===== src/rtl/seg_scan_arbiter.sv =====
// 8-digit multiplexed 7-segment scanner arbitrating between live base
// digits and a one-shot message held for a number of scan frames.
module seg_scan_arbiter #(
   parameter int SCAN_DIV    = 50000,
   parameter int HOLD_FRAMES = 200
) (
   input  logic        clk,
   input  logic        rst,
   input  logic [31:0] base_data,
   input  logic [7:0]  base_blank,
   input  logic [7:0]  base_dp,
   input  logic        msg_req,
   input  logic [31:0] msg_data,
   input  logic [7:0]  msg_dp,
   output logic        msg_ack,
   output logic        msg_busy,
   output logic [7:0]  DIG,
   output logic [7:0]  Y
);

   localparam int CW = (SCAN_DIV > 2) ? $clog2(SCAN_DIV) : 1;
   localparam int HW = $clog2(HOLD_FRAMES + 1);

   typedef enum logic {S_BASE, S_MSG} state_t;

   state_t          r_state;
   state_t          w_next;
   logic [CW-1:0]   r_scan_cnt;
   logic [2:0]      r_idx;
   logic [HW-1:0]   r_hold;
   logic [HW-1:0]   w_hold_next;
   logic [31:0]     r_msg_data;
   logic [7:0]      r_msg_dp;
   logic            r_ack;
   logic            r_busy;
   logic [7:0]      r_dig;
   logic [7:0]      r_y;
   logic            w_wrap;
   logic            w_frame_tick;
   logic            w_accept;
   logic [3:0]      w_nib;
   logic            w_dp;
   logic            w_blank;

   function automatic logic [6:0] hexseg(input logic [3:0] n);
      logic [6:0] s;
      case (n)
         4'h0: s = 7'h3F;
         4'h1: s = 7'h06;
         4'h2: s = 7'h5B;
         4'h3: s = 7'h4F;
         4'h4: s = 7'h66;
         4'h5: s = 7'h6D;
         4'h6: s = 7'h7D;
         4'h7: s = 7'h07;
         4'h8: s = 7'h7F;
         4'h9: s = 7'h6F;
         4'hA: s = 7'h77;
         4'hB: s = 7'h7C;
         4'hC: s = 7'h39;
         4'hD: s = 7'h5E;
         4'hE: s = 7'h79;
         default: s = 7'h71;
      endcase
      return s;
   endfunction

   assign w_wrap       = (r_scan_cnt == CW'(SCAN_DIV - 1));
   assign w_frame_tick = w_wrap && (r_idx == 3'd7);

   always_ff @(posedge clk or negedge rst) begin
      if (!rst) begin
         r_scan_cnt <= '0;
         r_idx      <= '0;
      end else if (w_wrap) begin
         r_scan_cnt <= '0;
         r_idx      <= r_idx + 3'd1;
      end else begin
         r_scan_cnt <= r_scan_cnt + CW'(1);
      end
   end

   // A new request always wins over expiry so retriggers never drop out.
   always_comb begin
      w_next      = r_state;
      w_accept    = 1'b0;
      w_hold_next = r_hold;
      unique case (r_state)
         S_BASE: begin
            if (msg_req) begin
               w_accept    = 1'b1;
               w_hold_next = HW'(HOLD_FRAMES);
               w_next      = S_MSG;
            end
         end
         S_MSG: begin
            if (msg_req) begin
               w_accept    = 1'b1;
               w_hold_next = HW'(HOLD_FRAMES);
            end else if (w_frame_tick) begin
               if (r_hold == HW'(1)) begin
                  w_hold_next = '0;
                  w_next      = S_BASE;
               end else begin
                  w_hold_next = r_hold - HW'(1);
               end
            end
         end
         default: w_next = S_BASE;
      endcase
   end

   always_ff @(posedge clk or negedge rst) begin
      if (!rst) begin
         r_state    <= S_BASE;
         r_hold     <= '0;
         r_msg_data <= '0;
         r_msg_dp   <= '0;
         r_ack      <= 1'b0;
         r_busy     <= 1'b0;
      end else begin
         r_state <= w_next;
         r_hold  <= w_hold_next;
         r_ack   <= w_accept;
         r_busy  <= (w_next == S_MSG);
         if (w_accept) begin
            r_msg_data <= msg_data;
            r_msg_dp   <= msg_dp;
         end
      end
   end

   always_comb begin
      w_nib   = base_data[{r_idx, 2'b00} +: 4];
      w_dp    = base_dp[r_idx];
      w_blank = base_blank[r_idx];
      if (r_state == S_MSG) begin
         w_nib   = r_msg_data[{r_idx, 2'b00} +: 4];
         w_dp    = r_msg_dp[r_idx];
         w_blank = 1'b0;
      end
   end

   always_ff @(posedge clk or negedge rst) begin
      if (!rst) begin
         r_dig <= 8'hFF;
         r_y   <= 8'h00;
      end else if (w_blank) begin
         r_dig <= 8'hFF;
         r_y   <= 8'h00;
      end else begin
         r_dig <= ~(8'h01 << r_idx);
         r_y   <= {w_dp, hexseg(w_nib)};
      end
   end

   assign msg_ack  = r_ack;
   assign msg_busy = r_busy;
   assign DIG      = r_dig;
   assign Y        = r_y;

endmodule


===== config.mk =====
export PLATFORM = sky130hd
export DESIGN_NAME = seg_scan_arbiter
export DESIGN_NICKNAME = d
export VERILOG_FILES = /design/src/rtl/seg_scan_arbiter.sv
export SDC_FILE = /design/constraint.sdc
export NUM_CORES = 1
export LEC_CHECK = 0
export ABC_AREA = 1
export BUFFER_PORTS_ARGS = -buffer_cell sky130_fd_sc_hd__buf_2
export CAP_MARGIN = 20
export CORE_MARGIN = 5
export CORE_UTILIZATION = 55
export CTS_BUF_LIST = sky130_fd_sc_hd__clkbuf_4
export CTS_CLUSTER_DIAMETER = 120
export DETAILED_ROUTE_END_ITERATION = 8
export GPL_TIMING_DRIVEN = 0
export PLACE_DENSITY = 0.81
export RECOVER_POWER = 50
export REMOVE_ABC_BUFFERS = 1
export SKIP_CTS_REPAIR_TIMING = 1
export SLEW_MARGIN = 20
export SYNTH_ARGS = -nofsm -noshare
export SYNTH_HDL_FRONTEND = slang
export SYNTH_SLANG_ARGS = --single-unit

===== constraint.sdc =====
create_clock -name clk -period 3.8 [get_ports clk]
set_clock_uncertainty 0.2 [all_clocks]
set_input_delay 0.19 -clock clk [delete_from_list [all_inputs] [get_ports clk]]
set_output_delay 0.19 -clock clk [all_outputs]
set_load 0.02 [all_outputs]

# Yosys cells after proc, flatten, opt, wreduce, memory -nomap -nowiden
# Memories as Yosys holds them, arrays and structs flattened.
# Cells that the tools add are included.
# W data, S select, Z words.
word_totals:
  reg_bits: 85
  latchBits: 0
  ram_bits: 0
  mem_bits_ro: 112
  inputBits: 91
  wordCells: 48
  n_memories: 1
mem_list:
  columns: ["name", "words", "word_bits", "read_ports", "rd_clocked_by_memory_dff", "write_ports", "line_no", "rtl"]
  rows:
  - ["(no name shown)", 16, 7, 1, 0, 0, "47", "case (n)"]
classes:
  addsub: 3
  multipliers: 0
  div_mod_pow: 0
  order_cmp: 1
  n_eq_ne: 5
  shifts: 3
  n_mux: 22
  n_bitwise: 2
  n_reduce_logical: 2
ops:
  columns: ["cell", "count"]
  rows:
  - ["$shiftx A32 B6 Y4", 2]
  - ["$mux W8", 6]
  - ["$add A16 B1 Y16 const B", 1]
  - ["$eq A16 B16 Y1 const B", 1]
  - ["$mux W16", 1]
  - ["$pmux W8 S2", 1]
  - ["$bmux W1 S3", 3]
  - ["$mux W1", 9]
  - ["$eq A8 B1 Y1 const B", 1]
  - ["$not A8 Y8", 1]
  - ["$shl A1 B3 Y8 const A", 1]
  - ["$sub A8 B1 Y8 const B", 1]
  - ["$lt A3 B4 Y1 const B", 1]
  - ["$mux W4", 1]
  - ["$add A3 B1 Y3 const B", 1]
  - ["$eq A3 B3 Y1 const B", 1]
  - ["$ne A3 B2 Y1 const B", 1]
  - ["$ne A2 B2 Y1 const B", 1]
  - ["$pmux W1 S2", 1]
  - ["$reduce_and A2 Y1", 1]
  - ["$logic_and A1 B1 Y1", 1]
  - ["$not A1 Y1", 1]

# Depth between registers and ports, before layout
# Gate-level depths: netlist of the first run.
logic_depth:
  word_depth: 5
  depth_mapped: 15
  ltp_nobuf: 13

# Worst setup path after synthesis of the first run
# Ideal clock, no wire load.
synth_path:
  kind: "register to register"
  start: "reg msg_busy (netlist name)"
  end: "reg r_y[3], in the netlist Y[3]"
  arrival_time_ps: 2044
  path_slack_ps: 1485
  stages_incl_launch_ff: 15
  path_buffers: 3
  synth_period_minus_slack_ps: 2315
  path_cell_list: "dfrtp_1 > buf_6 > buf_6 > buf_4 > a21oi_1 > o21ai_0 > nand3_1 > nand3_1 > nand2_1 > inv_1 > ha_1 > nand3b_1 > nand3_2 > nand2_1 > nor2_1"
synth_lines:
  columns: ["item", "line_no", "rtl"]
  rows:
  - ["to (signal assigned)", "153", "r_y <= {w_dp, hexseg(w_nib)};"]
  - ["to (decl)", "37", "logic [7:0] r_y;"]

# Final worst setup path of the first run
layout_path:
  start: "reg r_idx[1]"
  end: "reg r_y[3], in the netlist Y[3]"
layout_via:
  elab_chain_len: 4
layout_lines:
  columns: ["item", "line_no", "rtl"]
  rows:
  - ["from (decl)", "29", "logic [2:0] r_idx;"]
  - ["from (signal assigned)", "77", "r_idx <= r_idx + 3'd1;"]
  - ["$shiftx A32 B6 Y4, or another cell as far along", "134", "w_nib = base_data[{r_idx, 2'b00} +: 4];"]
  - ["$mux W4 or $mux W1 (tied branches)", "137, 136", null]
  - ["$mem_v2 Z16 W7 or $mux W1 (tied branches)", null, null]
  - ["$mux W8 *", "148", "end else if (w_blank) begin"]
# Mark *: on every way between the ends. The rest lies on a longest branch, timed or not. The select of a mux whose other input is x is not followed.
# A chain may end at the register's enable or synchronous reset.

==> run metrics, run 1 <==
number of port buffers=108; worst setup margin=0.506 ns; Synth async-reset ratio=1.00; GR Util met1=0.279; clk_lat worst skew=0.45 ns; Syn Std Cell Area=4820 um2; final slew viol count=36; global route total overflow=0; post-synthesis register bit count=85; Leak=2.98 nW; post-detailed-route wirelength per cell=14.9 um; die area=10700 um2; vias per cell=5.38; initial core utilization=0.558; Synth Instances=615; first-pass GRT wire length=20.3 mm; n_diodes=0; CTS root buffer=clkbuf_4; critical path class=reg2reg; largest net degree at the start of global routing=72; main combinational cell family by area after synthesis=simple AND/OR/NAND/NOR gates; max cap viols=1; Final period util=0.867; Reg-to-Reg Start=r_idx[1]; Setup crit start kind=flop; Num CTS Buffers=9; DPL Wire Length=8.58 mm; Min-Delay Path Class=in2reg; slowest stage delay, CP=0.78 ns; CP Capture Type=flop; TritonCTS clock tree=built; Core Region=8640 um2; Setup WS pre-CTS=0.595 ns; Die H=104 um; final net count=856; Yosys cell types=39; antenna violations before repair=0; H-tree depth=3; EDFF count, synth=0; drt total wl=12.9 mm; DRT iter0 DRCs=386; TritonCTS Sinks=85; RSZ-0062 raised after global routing=no; number of global-route vias before repair=4426; Compound-Gate Fraction of Synth Area=0.140; register area share after synthesis=0.444; clk buf depth=2; Final setup viols=0; layout cell share with drive strength beyond 1=0.226; mux cell area share after synthesis=0; via count=4645; Setup crit start=r_idx[1]; worst vdd ir=146 uV; Synth Warn #=0; Post-Syn Area per Cell=7.83 um2; Reg clk slew, reported paths=0.14 ns; GR Layer Usage met2=0.372; routability congestion estimate=0.911; most common cell in the netlist=nand2_1; num rows=34; pwr dens=314 nW/um2; M3 GR Usage=0.0603; Post-Synth Adder-Cell Area=0.0390; # DRC=0; Req. time, crit path=3.98 ns; Post-DRT Antenna Nets=0; post-synth top area share=0.400; Pre-Repair DR Iteration Count=7; Slew @ Worst Pin=2.13 ns; post-synthesis xor/xnor area fraction=0.0182; CP arrival=3.48 ns; total track usage=0.224; cells along the critical path=clkinv_1 -> nand3_1 -> nand3_1 -> nand2_1 -> inv_1 -> ha_1 -> nand3b_1 -> nand3_2 -> nand2_1 -> nor2_1; critical path peak fanout=20; final hold vios=0; post-synthesis cell type with the largest combined area=dfrtp_1; hold path start=base_blank[0]; post-synthesis simple-gate area fraction=0.258; Synth Flop Type=dfrtp_1; final critical-path required period=3.29 ns; max frequency=304 MHz; Synth top cells by count=nand2_1, dfrtp_1, inv_1; Layout area overhead=23.2%; Slowest-stage cell, CP=dfrtp_1; grt peak-use layer=met2; die width=104 um; relative slew slack=-0.422; outcome=complete, but fails checks; failing checks=max-capacitance violations, max-slew violations; setup TNS=0 ns; synth top area cells=dfrtp_1, nand2_1, o21ai_0; flop2flop setup slack=0.51 ns; I/O pin count=109
[cell type report]
cell class | instances | area [um2]
fillers | 673 | 2700
multi-input cells | 421 | 2190
flip-flops and latches | 85 | 2140
repair buffers | 151 | 990
inverters | 82 | 313
well taps | 108 | 135
clock inverters | 7 | 98.8
clock buffers | 9 | 67.6
[cell families (layout without fill, tap and decap cells)]
logic type | Yosys count | count (layout)
AOI/OAI and AO/OA | 120 | 120
buffers and inverters | 109 | 249
DFF | 85 | 85
xor gates and xnor gates | 10 | 10
adders and majority gates | 15 | 15
and+or+nand+nor | 276 | 276
[report_power, final]
part / leakage (nW) / switching, mW / total [mW] / internal, mW
clock network: 0.0865 / 0.334 / 0.604 / 0.270
registers: 1.02 / 0.0156 / 0.970 / 0.954
logic: 1.87 / 0.164 / 0.288 / 0.123
total: 2.98 / 0.514 / 1.86 / 1.35
[state kept, by name, summed over array words and instances, names as in the netlist]
name	count
r_msg_dp	8
r_msg_data	32
r_idx	3
r_scan_cnt	16
r_hold	8
Y	8
msg_ack	1
msg_busy	1
DIG	8
[worst paths after layout]
check | end | depth (start not counted)
max in group asynchronous | r_scan_cnt[13] | 2
min | DIG[3] | 5
max | Y[3] | 10
min reg2reg | r_scan_cnt[0] | 1
max reg2reg | Y[3] | 10
min in group asynchronous | r_msg_data[6] | 2
[metal layers]
layer | vias up | part of all wire
li1 | 2246 | -
met2 | 222 | 0.49
met1 | 2146 | 0.41
met4 | 0 | 0.022
met3 | 31 | 0.076
met5 | - | 0
[placed cells by master, fill, tap and decap left out, drive strengths merged]
master         n
nand2        159
buf          108
inv           81
o21ai         80
dfrtp         77
nand3         50
nor2          48
dlygate4sd3   42
a21oi         24
ha            15
nor3          10
clkbuf        10
xor2           9
dfstp          8
nand4          7
o211ai         6
clkinv         5
o221ai         2
a31oi          2
o22ai          2
o21a           2
bufinv         2
nand3b         1
o21bai         1
nor3b          1
xnor2          1
o31ai          1
clkinvlp       1
[critical path: cells and delay by family, from the launching register on]
| kind | cells | cell delay [ns] |
|---|---|---|
| buffers and inverters | 2 | 0.83 |
| AND/OR/NAND/NOR | 7 | 1.14 |
| flip-flops | 1 | 0.78 |
| adder cells (fa/ha/maj) | 1 | 0.28 |
[per-stage QoR]
stage               cell area [um2]  utilization  cells  total power [mW]  hold slack [ns]
global route                   5930        0.687    863              1.95           0.0462
finish                         5930        0.687    863              1.86           0.0367
CTS                            5520        0.639    821              1.83           -0.509
global placement               5320        0.616    804              1.22            0.197
floorplan                      4640            -    588              1.11           -0.306
detailed placement             5350        0.619    805              1.24          -0.0111
No activity file was read; power rests on OpenSTA's default activity.
==> run 2: changes to the inputs <==
--- a/config.mk
+++ b/config.mk
@@ -5,7 +5,6 @@
 export SDC_FILE = /design/constraint.sdc
 export NUM_CORES = 1
 export LEC_CHECK = 0
-export ABC_AREA = 1
 export BUFFER_PORTS_ARGS = -buffer_cell sky130_fd_sc_hd__buf_2
 export CAP_MARGIN = 20
 export CORE_MARGIN = 5
@@ -14,10 +13,9 @@
 export CTS_CLUSTER_DIAMETER = 120
 export DETAILED_ROUTE_END_ITERATION = 8
 export GPL_TIMING_DRIVEN = 0
-export PLACE_DENSITY = 0.81
+export PLACE_DENSITY = 0.82
 export RECOVER_POWER = 50
 export REMOVE_ABC_BUFFERS = 1
-export SKIP_CTS_REPAIR_TIMING = 1
 export SLEW_MARGIN = 20
 export SYNTH_ARGS = -nofsm -noshare
 export SYNTH_HDL_FRONTEND = slang
==> run 2 against run 1 <==
Effect of this change: the run still ends with max-capacitance violations, max-slew violations left; via count down 28%; non-clock buffer count fell by 1; final area is 6.8% lower; critical path type unchanged; largest cell class is now sequential cells.
==> run metrics, run 2 <==
outcome=complete, but fails checks; failing checks=max-capacitance violations, max-slew violations; Post-DRT Antenna Nets=0 (unchanged); H-tree depth=3 (unchanged); cts repair resizes=0; post-synthesis cell type with the largest combined area=dfrtp_1; relative slew slack=-0.697 (-0.275); NetSw=0.466 mW (-9.3%); clock share of power=0.259 (-0.065); layout cell share with drive strength beyond 1=0.408 (+0.181); Pre-Repair DR Iteration Count=4 (-3); CTS root buffer=clkbuf_4; max cap viols=2 (+1); TritonCTS clock tree=built; Min-Delay Path Class=in2reg; DPL Wire Length=7.07 mm (-18%); pwr dens=314 nW/um2 (about the same); number of port buffers=108 (unchanged); DRT iter0 DRCs=199 (-48%); first-pass GRT wire length=17.5 mm (-14%); number of flip-flops in the largest register=32 (unchanged); final critical-path required period=3.18 ns (-0.112 ns); die area=9840 um2 (-8.3%); Yosys cell types=50 (+28%); cells along the critical path=mux4_2 -> mux4_2 -> inv_1 -> ha_1 -> inv_1 -> nor3_1 -> nor3_1 -> a311oi_1; register area share after synthesis=0.488 (+0.0447); Final period util=0.837 (-0.0296); setup TNS=0 ns (unchanged); most common cell in the netlist=dfrtp_1; most frequent cells in the layout=buf_2, dfrtp_1, mux2_2; Synth Instances=342 (-44%); switching portion of total power=0.269 (-0.00756); Leak=2.42 nW (-19%); final hold vios=0 (unchanged); Synth Flop Type=dfrtp_1; Reg clk slew, reported paths=0.13 ns (about the same); max frequency=314 MHz (+3.5%); Slew @ Worst Pin=2.55 ns (+0.413 ns); Post CTS Setup Buffer Count=0; number of global-route vias before repair=3669 (-17%); Die H=99.2 um (-4.2%); drt total wl=10.4 mm (-19%); clk buf depth=2 (unchanged); post-synth top area share=0.440 (+0.0403); final slew viol count=91 (+150%); die width=99.2 um (-4.2%); post-detailed-route wirelength per cell=17.6 um (+18%); antenna violations before repair=0 (unchanged); commonest non-fill, non-tap cell in the layout=buf_2; Setup crit start kind=flop; RSZ-0062 raised after global routing=no; n_diodes=0 (unchanged); Flop pwr share=0.570 (+0.049); EDFF count, synth=0 (unchanged); vias per cell=5.62 (+4.4%); Internal Power=1.27 mW (-5.8%); critical path class=reg2reg; Synth async-reset ratio=1.00 (unchanged); largest net degree at the start of global routing=51 (-29%); via count=3345 (-28%); Syn Std Cell Area=4380 um2 (-9.1%); final core occ=0.716 (+0.0286); Comb power frac=0.171 (+0.016); routability congestion estimate=0.862 (-5.3%); CP delay by family, top=multiplexers; clk_lat worst skew=0.45 ns (about the same); Final setup viols=0 (unchanged); CP Capture Type=flop; Core Region=7730 um2 (-11%); Layout area overhead=26.4%; Buf+Inv Stages, Crit Path=2 (unchanged); final net count=594 (-31%); # DRC=0 (unchanged); Synth top cells by count=dfrtp_1, mux2_2, mux4_2; Req. time, crit path=3.93 ns (-0.05 ns); cts hold-fix bufs=41; Num CTS Buffers=9 (unchanged); I/O pin count=109 (unchanged); Biggest register=r_msg_data; Synth Warn #=0 (unchanged); Slowest-stage cell, CP=dfrtp_2; post-synthesis register bit count=85 (unchanged); worst vdd ir=256 uV (+76%); CP arrival=3.32 ns (-0.16 ns); initial core utilization=0.566 (+0.00856); total track usage=0.228 (+0.00313); critical path peak fanout=23 (+15%); global route total overflow=0 (unchanged); num rows=32 (-5.9%); synth top area cells=dfrtp_1, mux4_2, mux2_2; Post-Syn Area per Cell=12.8 um2 (+63%); TritonCTS Sinks=85 (unchanged); biggest regs=r_msg_data: 32 flops, r_scan_cnt: 16 flops; slowest stage delay, CP=0.78 ns (about the same)
## run 2: cells by family after synthesis
family	share of synthesized area
and+or+nand+nor	0.121
AOI/OAI and AO/OA	0.0675
adders and majority gates	0.0429
buffers and inverters	0.0232
muxes	0.231
xor gates and xnor gates	0.0260
DFF	0.488
## run 2: final timing paths
kind                               start            end  slack (ns)  cells after the start
setup / recovery                msg_busy           Y[5]        0.62                      8
hold / removal                base_dp[0]           Y[7]        0.19                      4
setup reg to reg                msg_busy           Y[5]        0.62                      8
hold reg to reg            r_scan_cnt[0]  r_scan_cnt[0]        0.31                      1
max in group asynchronous            rst       msg_busy        1.29                      2
min in group asynchronous            rst  r_scan_cnt[6]        0.70                      2
## run 2: power by group through the flow
stage               clock, mW  combinational (mW)  sequential (mW)
floorplan                   0               0.128             1.02
global placement            0               0.248             1.00
detailed placement          0               0.260             1.00
CTS                     0.460               0.293            0.987
global route            0.496               0.324            0.996
finish                  0.449               0.298            0.989
## run 2: cell type report
cell class / instances / area [um2]
well taps: 102 / 128
repair buffers: 150 / 976
inverters: 10 / 37.5
clock inverters: 6 / 38.8
fillers: 522 / 2200
clock buffers: 10 / 75.1
flip-flops and latches: 85 / 2140
multi-input cells: 232 / 2140
## run 2: metal layers
metal / vias to the layer above / global-route usage / wire length [um]
met4: 0 / 0.0851 / 179
met2: 117 / 0.403 / 5540
met3: 15 / 0.0575 / 711
li1: 1567 / - / -
met1: 1646 / 0.266 / 4010
met5: - / 0 / 0
## run 2: metrics by stage
step	instances	power, mW	hold WS, ns	worst slack (ns)	instance area (um2)
after CTS	595	1.74	0.0493	0.264	5540
after floorplan	327	1.14	-0.306	0.608	4310
after global routing	595	1.82	0.176	0.395	5530
final	595	1.74	0.189	0.618	5530
after detailed placement	538	1.26	-0.00181	0.305	5010
after global placement	537	1.25	0.222	0.352	4980
## run 2: tightest hold or removal path: cells and delay by family
kind | cells | cell delay (ns)
buffers and inverters | 1 | 0.07
multiplexers | 2 | 0.43
AND/OR/NAND/NOR | 1 | 0.11
